<file path="src/rtl/remote_comm_pkt.sv">
// Host-side command/response sequencer: sends a CMD_BYTES-wide command MSB-first over a
// byte-level UART transmit handshake, then optionally waits for a one-byte response.
module remote_comm_pkt #(
  parameter int CMD_BYTES      = 2,
  parameter bit RESP_EN        = 1'b1,
  parameter int TIMEOUT_CYCLES = 65535
) (
  input  logic                   i_clk,
  input  logic                   i_rst,
  input  logic                   i_snd_cmd,
  input  logic [8*CMD_BYTES-1:0] i_cmd,
  output logic                   o_busy,
  output logic                   o_cmd_snt,
  output logic                   o_trmt,
  output logic [7:0]             o_tx_data,
  input  logic                   i_tx_done,
  input  logic                   i_rx_rdy,
  input  logic [7:0]             i_rx_data,
  output logic                   o_clr_rx_rdy,
  output logic [7:0]             o_resp,
  output logic                   o_resp_vld,
  output logic                   o_timeout
);

  localparam int CMD_W = 8 * CMD_BYTES;
  localparam int CNT_W = (CMD_BYTES > 1) ? $clog2(CMD_BYTES) : 1;
  localparam int TMR_W = $clog2(TIMEOUT_CYCLES + 1);

  localparam logic [CNT_W-1:0] LAST_BYTE = CNT_W'(CMD_BYTES - 1);
  localparam logic [TMR_W-1:0] TMR_LAST  = TMR_W'(TIMEOUT_CYCLES - 1);

  localparam logic [1:0] IDLE      = 2'd0;
  localparam logic [1:0] SEND      = 2'd1;
  localparam logic [1:0] WAIT_DONE = 2'd2;
  localparam logic [1:0] WAIT_RESP = 2'd3;

  logic [1:0]       r_state;
  logic [CMD_W-1:0] r_shift;
  logic [CNT_W-1:0] r_byte_cnt;
  logic [TMR_W-1:0] r_timer;
  logic             r_cmd_snt;
  logic             r_trmt;
  logic [7:0]       r_tx_data;
  logic             r_clr_rx_rdy;
  logic [7:0]       r_resp;
  logic             r_resp_vld;
  logic             r_timeout;

  logic w_last_byte;

  assign w_last_byte = (r_byte_cnt == LAST_BYTE);

  // Pulse outputs default low each cycle; a byte arriving outside WAIT_RESP is consumed and dropped.
  always_ff @(posedge i_clk or posedge i_rst) begin
    if (i_rst) begin
      r_state      <= IDLE;
      r_shift      <= '0;
      r_byte_cnt   <= '0;
      r_timer      <= '0;
      r_cmd_snt    <= 1'b0;
      r_trmt       <= 1'b0;
      r_tx_data    <= 8'h00;
      r_clr_rx_rdy <= 1'b0;
      r_resp       <= 8'h00;
      r_resp_vld   <= 1'b0;
      r_timeout    <= 1'b0;
    end else begin
      r_trmt       <= 1'b0;
      r_clr_rx_rdy <= 1'b0;
      r_resp_vld   <= 1'b0;
      r_timeout    <= 1'b0;

      if (i_rx_rdy && (r_state != WAIT_RESP)) begin
        r_clr_rx_rdy <= 1'b1;
      end

      case (r_state)
        IDLE: begin
          if (i_snd_cmd) begin
            r_shift    <= i_cmd;
            r_byte_cnt <= '0;
            r_cmd_snt  <= 1'b0;
            r_state    <= SEND;
          end
        end

        SEND: begin
          r_trmt    <= 1'b1;
          r_tx_data <= r_shift[CMD_W-1 -: 8];
          r_state   <= WAIT_DONE;
        end

        WAIT_DONE: begin
          if (i_tx_done) begin
            if (!w_last_byte) begin
              r_shift    <= r_shift << 8;
              r_byte_cnt <= r_byte_cnt + 1'b1;
              r_state    <= SEND;
            end else begin
              r_cmd_snt <= 1'b1;
              if (RESP_EN) begin
                r_timer <= '0;
                r_state <= WAIT_RESP;
              end else begin
                r_state <= IDLE;
              end
            end
          end
        end

        // A response arriving on the final timer cycle takes priority over the timeout.
        WAIT_RESP: begin
          if (i_rx_rdy) begin
            r_resp       <= i_rx_data;
            r_resp_vld   <= 1'b1;
            r_clr_rx_rdy <= 1'b1;
            r_state      <= IDLE;
          end else if (r_timer == TMR_LAST) begin
            r_timeout <= 1'b1;
            r_state   <= IDLE;
          end else begin
            r_timer <= r_timer + 1'b1;
          end
        end

        default: r_state <= IDLE;
      endcase
    end
  end

  assign o_busy       = (r_state != IDLE);
  assign o_cmd_snt    = r_cmd_snt;
  assign o_trmt       = r_trmt;
  assign o_tx_data    = r_tx_data;
  assign o_clr_rx_rdy = r_clr_rx_rdy;
  assign o_resp       = r_resp;
  assign o_resp_vld   = r_resp_vld;
  assign o_timeout    = r_timeout;

endmodule

</file>
<file path="config.mk">
export PLATFORM = sky130hd
export DESIGN_NAME = remote_comm_pkt
export DESIGN_NICKNAME = d
export VERILOG_FILES = /design/src/rtl/remote_comm_pkt.sv
export SDC_FILE = /design/constraint.sdc
export NUM_CORES = 1
export LEC_CHECK = 0
export BUFFER_PORTS_ARGS = -buffer_cell sky130_fd_sc_hd__buf_4
export CORE_ASPECT_RATIO = 1.25
export CORE_MARGIN = 2
export CORE_UTILIZATION = 54
export DETAILED_ROUTE_END_ITERATION = 12
export HOLD_SLACK_MARGIN = 0.05
export PLACE_DENSITY = 0.78
export SLEW_MARGIN = 25
export SYNTH_ARGS = -nofsm -noshare
export SYNTH_HDL_FRONTEND = slang
export SYNTH_SLANG_ARGS = --single-unit
export TNS_END_PERCENT = 100
</file>
<file path="constraint.sdc">
create_clock -name i_clk -period 2.6 [get_ports i_clk]
set_clock_uncertainty 0.15 [all_clocks]
set_input_delay 0.52 -clock i_clk [delete_from_list [all_inputs] [get_ports i_clk]]
set_output_delay 0.52 -clock i_clk [all_outputs]
set_load 0.02 [all_outputs]
</file>
## Yosys cells after proc, flatten, opt, wreduce, memory -nomap -nowiden

Index checks and enable logic that the tools add are counted.

- Output and inout bits: 22
- Flip-flop bits (word level): 56
- Word-level logic and storage cells: 67
- Input bits: 29

- Eq/ne operators: 12
- Muxes and demuxes: 31
- Add/subtract/negate cells: 2
- Reduce and logical (&&, ||, !) cells: 11

Operator list:

| operator | number |
|---|---|
| $mux W16 | 7 |
| $pmux W16 S2 | 2 |
| $add A16 B1 Y16 const B | 1 |
| $eq A16 B16 Y1 const B | 1 |
| $mux W1 | 14 |
| $ne A2 B2 Y1 const B | 7 |
| $mux W2 | 5 |
| $pmux W2 S4 | 1 |
| $reduce_and A4 Y1 | 2 |
| $reduce_and A3 Y1 | 2 |
| $reduce_bool A2 Y1 | 3 |
| $reduce_and A5 Y1 | 1 |
| $eq A2 B2 Y1 const B | 2 |
| $pmux W1 S2 | 2 |
| $ne A3 B3 Y1 const B | 1 |
| $eq A2 B1 Y1 const B | 1 |
| $logic_not A2 Y1 | 1 |
| $reduce_and A2 Y1 | 1 |
| $add A1 B1 Y1 const B | 1 |
| $logic_and A1 B1 Y1 | 1 |

## Longest topological paths before layout

Gate-level depths: netlist of the first run.

- Word-level depth: 5
- Gate-level depth with buffers: 7
- Mapped depth without buffers: 6

## Least setup slack after synthesis of the first run

No wires, ideal clock.

- Path kind: in2reg
- Start point: input port i_tx_done
- End point: register r_shift[4]
- Library setup time: 0.121 ns
- Setup slack: 0.786 ns
- Stages on the path: 6
- Buffers on the path: 2
- Data arrival time: 1.543 ns
- Required time: 2.329 ns
- Path through: nor2b_1 -> mux2i_1 -> or2_2 -> clkbuf_1 -> clkbuf_1 -> a22o_1

- Cells in the longest elaborated chain, start to end: 2

RTL lines:

| item | line | source |
|---|---|---|
| from (decl) | 16 | `input logic i_tx_done,` |
| $ne A2 B2 Y1 (no source line) | - |  |
| $reduce_and A4 Y1 (no source line) | - |  |
| to (signal assigned) | 80 | `r_shift <= i_cmd;` |
| to (signal assigned) | 96 | `r_shift <= r_shift << 8;` |
| to (decl) | 38 | `logic [CMD_W-1:0] r_shift;` |

Every way passes these cells.
A chain may end at the register's enable or synchronous reset.

## Final worst setup path of the first run

- Start point: register r_state[1]
- End point: register r_timer[12]

- Cells in the longest elaborated chain, start to end: 3
- Elaborated cells on any way between the ends: 9
- Those cells by class: 6 x eq/ne; 1 x mux; 2 x reduce/logical

RTL lines:

| item | line | source |
|---|---|---|
| from (decl) | 37 | `logic [1:0] r_state;` |
| from (signal assigned) | 56 | `r_state <= IDLE;` |
| from (signal assigned) | 83 | `r_state <= SEND;` |
| from (signal assigned) | 90 | `r_state <= WAIT_DONE;` |
| $eq A2 B2 Y1 | 77 | `case (r_state)` |
| $ne A2 B2 Y1 (no source line) / $reduce_bool A2 Y1 (equally long branches) | - |  |
| $reduce_and A5 Y1 (no source line) | - |  |
| to (signal assigned) | 122 | `r_timer <= r_timer + 1'b1;` |
| to (decl) | 40 | `logic [TMR_W-1:0] r_timer;` |

Several ways; a longest one is shown, not always the timed one.

==> flow_summary.yaml, run 1 <==
timing:
  tns_ns: 0
  maxSlewHeadroom_pct: 60.4
  hold_ws_ns: 0.206
  fmax_mhz: 493
  setup_viol: 0
  maxSlewViolCount: 0
  period_needed_ns: 2.03
  rsz0062_at_grt: "no"
  tightestPinTransition_ns: 0.592
  fin_crit_sh_pct: 78.0
  finalHoldViolCount: 0
synth:
  synthFlopType: "dfrtp_1"
  netlist_area_mm2: 0.00260
  avgSynthCellArea_um2: 11.2
  synth_seq_cells: 56
  ys_warn_count: 0
  synth_nets: 264
  synthDistinctLibCells: 47
  synth-edff-count: 0
  synth_cells: 233
  seq_area_frac_synth_pct: 53.8
  ys_async_sr_fraction_pct: 100
critical_path:
  critPathSlowestCell: "dfrtp_1"
  worstPathBufferInverterCount: 0
  cpPeakStageDelay_ns: 0.60
  r2r_start: "r_state[1]$_DFFE_PP0P_"
  startpoint_type: "register"
  crit_type: "reg -> reg"
  cp.depth: 5
  crit_required_ns: 2.69
  rr_worst_depth: 5
  cp_top_family: "simple AND/OR/NAND/NOR gates"
  startpoint: "r_state[1]$_DFFE_PP0P_"
  endpoint_kind: "register"
  worstPathCellList: "nand2_1 > nor2_2 > o21ai_1 > or4_1 > nand3_1"
  cp_max_fo: 14
  arrival_ns: 2.12
finish:
  area_delta_synth_final_pct: 20.7
  antenna_cells: 0
  drive_gt1_share_pct: 32.3
  final_net_count: 312
  fill_cells: 386
global_route:
  grt_pass1_vias: 1952
  use_met2_pct: 38.0
  antenna_found_initial: 0
  grt_usage_pct: 21.3
  top_usage_layer: "met2"
  grt_max_degree: 26
  use_met3_pct: 3.42
  grt_pass1_wl_mm: 8.87
  grt_use_met1_pct: 26.6
  grt_overflow_total: 0
route:
  first_pass_iters: 4
  totalWireLength_mm: 5.37
  drtIter0Drc: 94
  vias_per_cell: 5.69
  wire_per_inst_um: 15.7
  antenna_left: 0
  dr_total_vias: 1947
  drc: 0
min_path:
  whs_path_depth: 1
  holdCritStartpoint: "i_rx_rdy"
  hp-class: "in -> reg"
floorplanning:
  coreArea_mm2: 0.00469
  dieArea_mm2: 0.00539
  io_pins: 51
  die_w_um: 66.1
  start_util_pct: 55.4
  fp.dieH_um: 81.6
  num_rows: 28
clock_tree:
  cts_resized: 0
  clk_latency_ns: 0.30
  cts-root-buf: "clkbuf_8"
  cts.sinks: 56
  hold_buffers: 1
  cts_max_level: 2
  clk_pin_slew_ns: 0.10
  numCtsBuffers: 5
  cts_setup_buffers: 0
  cts_buffer_depth: 2
  cts_tree: "done"
power:
  p_switching_mw: 1.12
  p_comb_share_pct: 38.3
  seqPwrFrac_pct: 43.8
  powerDensity_mw_per_mm2: 1000
  p_leak_nw: 1.49
  power_frac_clock_pct: 18.0
  peakVddDrop_v: 0.000615
  p_int_mw: 2.03
  sw_frac_of_total_pct: 35.5
place:
  dp_hpwl_mm: 3.99
  globalplace.congestion: 0.839
  portBuffers: 50
job:
  maxCapViolations: 0
status:
  status: "finished clean"
path summary, 6_finish.rpt:
path / to / slack [ns]
setup / recovery: r_timer[12]$_DFFE_PP0P_ / 0.57
hold / removal: o_clr_rx_rdy$_DFF_PP0_ / 0.21
setup reg to reg: r_timer[12]$_DFFE_PP0P_ / 0.57
hold reg to reg: r_shift[11]$_DFFE_PP0P_ / 0.33
max in group asynchronous: o_trmt$_DFF_PP0_ / 1.18
min in group asynchronous: o_resp[1]$_DFFE_PP0P_ / 0.57
cell families after synthesis:
logic type      share of synthesized area, %
compound gates                          16.9
fa+ha+maj                              0.961
buf+inv                                 3.22
flops                                   53.8
mux                                     10.8
simple gates                            14.3
stage by stage:
stage	setup WS, ns	utilization (%)	area (um^2)	total power [mW]	cells
after floorplan	0.559	-	2600	2.20	233
after global placement	0.641	64.3	3020	2.56	333
after detailed placement	0.575	64.3	3020	2.60	333
after CTS	0.585	66.9	3140	3.17	342
after global routing	0.365	66.9	3140	3.34	342
final	0.572	66.9	3140	3.14	342
synth_stat cells (3+ instances only):
library cell | count | area [um^2]
a21oi_1 | 9 | 45.0
a22o_1 | 8 | 70.1
a31oi_1 | 7 | 43.8
buf_4 | 3 | 22.5
clkbuf_1 | 8 | 30.0
dfrtp_1 | 56 | 1400
inv_1 | 4 | 15.0
mux2_2 | 16 | 180
mux2i_1 | 10 | 100
nand2_1 | 22 | 82.6
nand2b_1 | 5 | 31.3
nand3_1 | 3 | 15.0
nand4_1 | 5 | 31.3
nor2_1 | 9 | 33.8
o21ai_0 | 20 | 100
o21ai_1 | 5 | 25.0
o31ai_1 | 5 | 37.5
power by group through the flow:
| stage | Sequential, mW | Clock, mW | Combinational, mW |
|---|---|---|---|
| 3_5_place_dp | 1.39 | 0 | 1.21 |
| 6_report | 1.38 | 0.564 | 1.20 |
| 5_1_grt | 1.42 | 0.601 | 1.31 |
| 2_1_floorplan | 1.49 | 0 | 0.707 |
| 3_3_place_gp | 1.38 | 0 | 1.18 |
| 4_1_cts | 1.38 | 0.572 | 1.22 |
sequential cells by signal, indices dropped and copies added (netlist names):
| signal | count |
|---|---|
| r_shift | 16 |
| r_state | 2 |
| o_clr_rx_rdy | 1 |
| o_cmd_snt | 1 |
| o_resp_vld | 1 |
| o_resp | 8 |
| o_trmt | 1 |
| o_timeout | 1 |
| r_byte_cnt | 1 |
| r_timer | 16 |
| o_tx_data | 8 |
layer usage:
metal	vias to the layer above	share of wire, %	routed length, um
met4	0	1.2	67
met5	-	0	0
met1	941	41	2190
met2	57	54	2890
met3	7	4.3	232
li1	942	-	-
worst register-to-register path, cell delays in order, from the launching register on:
cell and delay [ns]:
dfrtp_1 0.60, nand2_1 0.14, nor2_2 0.24, o21ai_1 0.22, or4_1 0.51, nand3_1 0.11
placed cells by master, fill, tap and decap left out, types with 2 or more instances in the layout:
cell,n
a21o_1,2
a21oi_1,9
a22o_1,8
a31oi_1,7
and2_1,2
and3_1,2
and4_1,2
buf_4,52
clkbuf_8,5
dfrtp_1,56
ha_1,2
inv_1,3
mux2_2,16
mux2i_1,10
nand2_1,22
nand2_2,2
nand2b_1,5
nand3_1,3
nand4_1,5
nor2_1,9
nor2b_1,2
o21ai_0,20
o21ai_1,5
o31ai_1,5
or2_2,2
layout make-up:
type                    instances  area, um^2  area share (%)
repair buffers                 54         420            13.4
clock buffers                   5        68.8            2.19
clock inverters                 3        42.5            1.35
flip-flops and latches         56        1400            44.6
inverters                       4        15.0           0.478
well taps                      60        75.1            2.39
multi-input cells             160        1120            35.6
No activity file was read; power rests on OpenSTA's default activity.
==> run 2: changes to the inputs <==
--- a/config.mk
+++ b/config.mk
@@ -8,10 +8,10 @@
 export BUFFER_PORTS_ARGS = -buffer_cell sky130_fd_sc_hd__buf_4
 export CORE_ASPECT_RATIO = 1.25
 export CORE_MARGIN = 2
-export CORE_UTILIZATION = 54
+export CORE_UTILIZATION = 49
 export DETAILED_ROUTE_END_ITERATION = 12
 export HOLD_SLACK_MARGIN = 0.05
-export PLACE_DENSITY = 0.78
+export PLACE_DENSITY = 0.75
 export SLEW_MARGIN = 25
 export SYNTH_ARGS = -nofsm -noshare
 export SYNTH_HDL_FRONTEND = slang
==> constraint.sdc (replaced) <==
create_clock -name i_clk -period 1.85 [get_ports i_clk]
set_clock_uncertainty 0.15 [all_clocks]
set_input_delay 0.37 -clock i_clk [delete_from_list [all_inputs] [get_ports i_clk]]
set_output_delay 0.37 -clock i_clk [all_outputs]
set_load 0.02 [all_outputs]
==> run 2 against run 1 <==
Hold slack lost 0.089 ns. Critical path depth grew 1. Global-route usage shrank 2.6 points. Sequential cell count is the same. Routed wire length grew 5.0%. First-iteration DRC count grew 93%. Critical endpoint is now r_timer[1]$_DFFE_PP0P_.
==> flow_summary.yaml, run 2 (synthesis gave the netlist of run 1 again) <==
status:
  status: "finished clean"
power:
  p_leak_nw: 1.59
  powerDensity_mw_per_mm2: 1340
  peakVddDrop_v: 0.000781
floorplanning:
  start_util_pct: 50.9
  coreArea_mm2: 0.00512
  dieArea_mm2: 0.00591
  fp.dieH_um: 85.5
  io_pins: 51
  die_w_um: 69.2
  num_rows: 29
global_route:
  grt_pass1_vias: 1938
  use_met3_pct: 2.26
  grt_use_met1_pct: 23.7
  antenna_found_initial: 0
  grt_usage_pct: 18.7
  grt_overflow_total: 0
  grt_max_degree: 57
  grt_pass1_wl_mm: 8.98
  top_usage_layer: "met2"
  use_met2_pct: 32.9
timing:
  tightestPinTransition_ns: 0.428
  maxSlewHeadroom_pct: 71.5
  hold_ws_ns: 0.116
  maxSlewViolCount: 0
  period_needed_ns: 1.80
  finalHoldViolCount: 0
  setup_viol: 0
  fin_crit_sh_pct: 97.0
  fmax_mhz: 557
finish:
  mostFrequentLayoutCells: "75 x buf_4, 52 x dfrtp_1, 21 x nand2_1"
  antenna_cells: 0
  area_delta_synth_final_pct: 28.5
  final_net_count: 337
  stdcell_area_mm2: 0.00334
  layout_commonest_cell: "buf_4"
  drive_gt1_share_pct: 40.1
  top_regs: "r_shift: 16 flops, r_timer: 16 flops"
critical_path:
  rr_worst_depth: 6
  rrSetupSlack_ns: 0.05
  crit_type: "reg -> reg"
  startpoint_type: "register"
  r2r-end: "r_timer[1]$_DFFE_PP0P_"
  endpoint_kind: "register"
  cp_max_fo: 6
  arrival_ns: 1.84
  r2r_start: "r_timer[12]$_DFFE_PP0P_"
  crit_required_ns: 1.90
route:
  wire_per_inst_um: 15.3
  drc: 0
  dr_total_vias: 2073
  totalWireLength_mm: 5.64
  drtIter0Drc: 181
  first_pass_iters: 4
  vias_per_cell: 5.62
  antenna_left: 0
place:
  place_area_mm2: 0.00314
  dp_hpwl_mm: 3.94
  globalplace.congestion: 0.870
  portBuffers: 50
min_path:
  holdCritStartpoint: "i_cmd[0]"
  whs_path_depth: 2
  hp-class: "in -> reg"
  holdPathEnd: "r_shift[0]$_DFFE_PP0P_"
clock_tree:
  cts_buffer_depth: 2
  clk_latency_ns: 0.31
  cts_tree: "done"
  cts_max_level: 2
  clk_pin_slew_ns: 0.10
  numCtsBuffers: 5
  cts-root-buf: "clkbuf_8"
  cts.sinks: 56
job:
  maxCapViolations: 0
run 2: changes by cell type in the layout (fill, tap and decap cells not counted), sizes merged:
cell         before  now
buf              53   77
clkinv            1    0
bufinv            1    0
dlygate4sd3       1    2
clkinvlp          1    3
run 2: metal layers:
| layer | wire length [um] | vias up |
|---|---|---|
| met3 | 201 | 11 |
| met2 | 2970 | 60 |
| met5 | 0 | - |
| li1 | - | 994 |
| met4 | 114 | 0 |
| met1 | 2360 | 1008 |
run 2: through the flow:
step	setup TNS, ns	util [%]	instances	worst slack [ns]	power [mW]
4_1_cts	0	63.8	361	0.0107	4.47
2_1_floorplan	0	-	233	0.139	3.09
5_1_grt	-0.0209	65.3	369	-0.0152	4.76
3_3_place_gp	0	61.3	350	0.127	3.70
6_report	0	65.3	369	0.0547	4.47
3_5_place_dp	0	61.3	350	0.0958	3.76
run 2: power by group:
| group | internal [mW] | total [mW] | switching, mW | leakage (nW) |
|---|---|---|---|---|
| combinational | 0.917 | 1.87 | 0.950 | 0.836 |
| clock | 0.276 | 0.690 | 0.414 | 0.0423 |
| sequential | 1.65 | 1.92 | 0.264 | 0.716 |
| total | 2.84 | 4.47 | 1.63 | 1.59 |
run 2: final cells by class:
class | count | area [um^2]
clock inverters | 3 | 26.3
inverters | 4 | 18.8
clock buffers | 5 | 68.8
multi-input cells | 160 | 1130
fillers | 386 | 1770
flip-flops and latches | 56 | 1410
well taps | 62 | 77.6
repair buffers | 79 | 614
run 2: worst max path at each step:
stage	start	end	cells past startpoint	slack (ns)
2_1_floorplan	r_timer[7]$_DFFE_PP0P_	r_state[1]$_DFFE_PP0P_	6	0.14
3_3_place_gp	i_tx_done	r_shift[4]$_DFFE_PP0P_	5	0.13
3_5_place_dp	r_state[0]$_DFFE_PP0P_	r_timer[11]$_DFFE_PP0P_	6	0.1
4_1_cts	r_state[1]$_DFFE_PP0P_	o_busy	3	0.01
5_1_grt	r_timer[12]$_DFFE_PP0P_	r_timer[11]$_DFFE_PP0P_	6	-0.02
6_report	r_timer[12]$_DFFE_PP0P_	r_timer[1]$_DFFE_PP0P_	6	0.05
run 2: critical path: stages (launching register included):
cell and delay (ns):
dfrtp_1 0.43, and4_2 0.31, nand4_4 0.15, o31ai_4 0.30, buf_4 0.20, nand2_1 0.07
o31ai_1 0.09
run 2: what timing repair did:
| item | in CTS | in global routing |
|---|---|---|
| endpoints found under the setup margin | 1 | 5 |
| pin swaps | 0 | 3 |
| setup buffers | 1 | 8 |
| hold endpoints to repair | 57 | 0 |
| gates resized for setup | 1 | 9 |
| gates cloned | 0 | 0 |
| hold buffers | 2 | 0 |
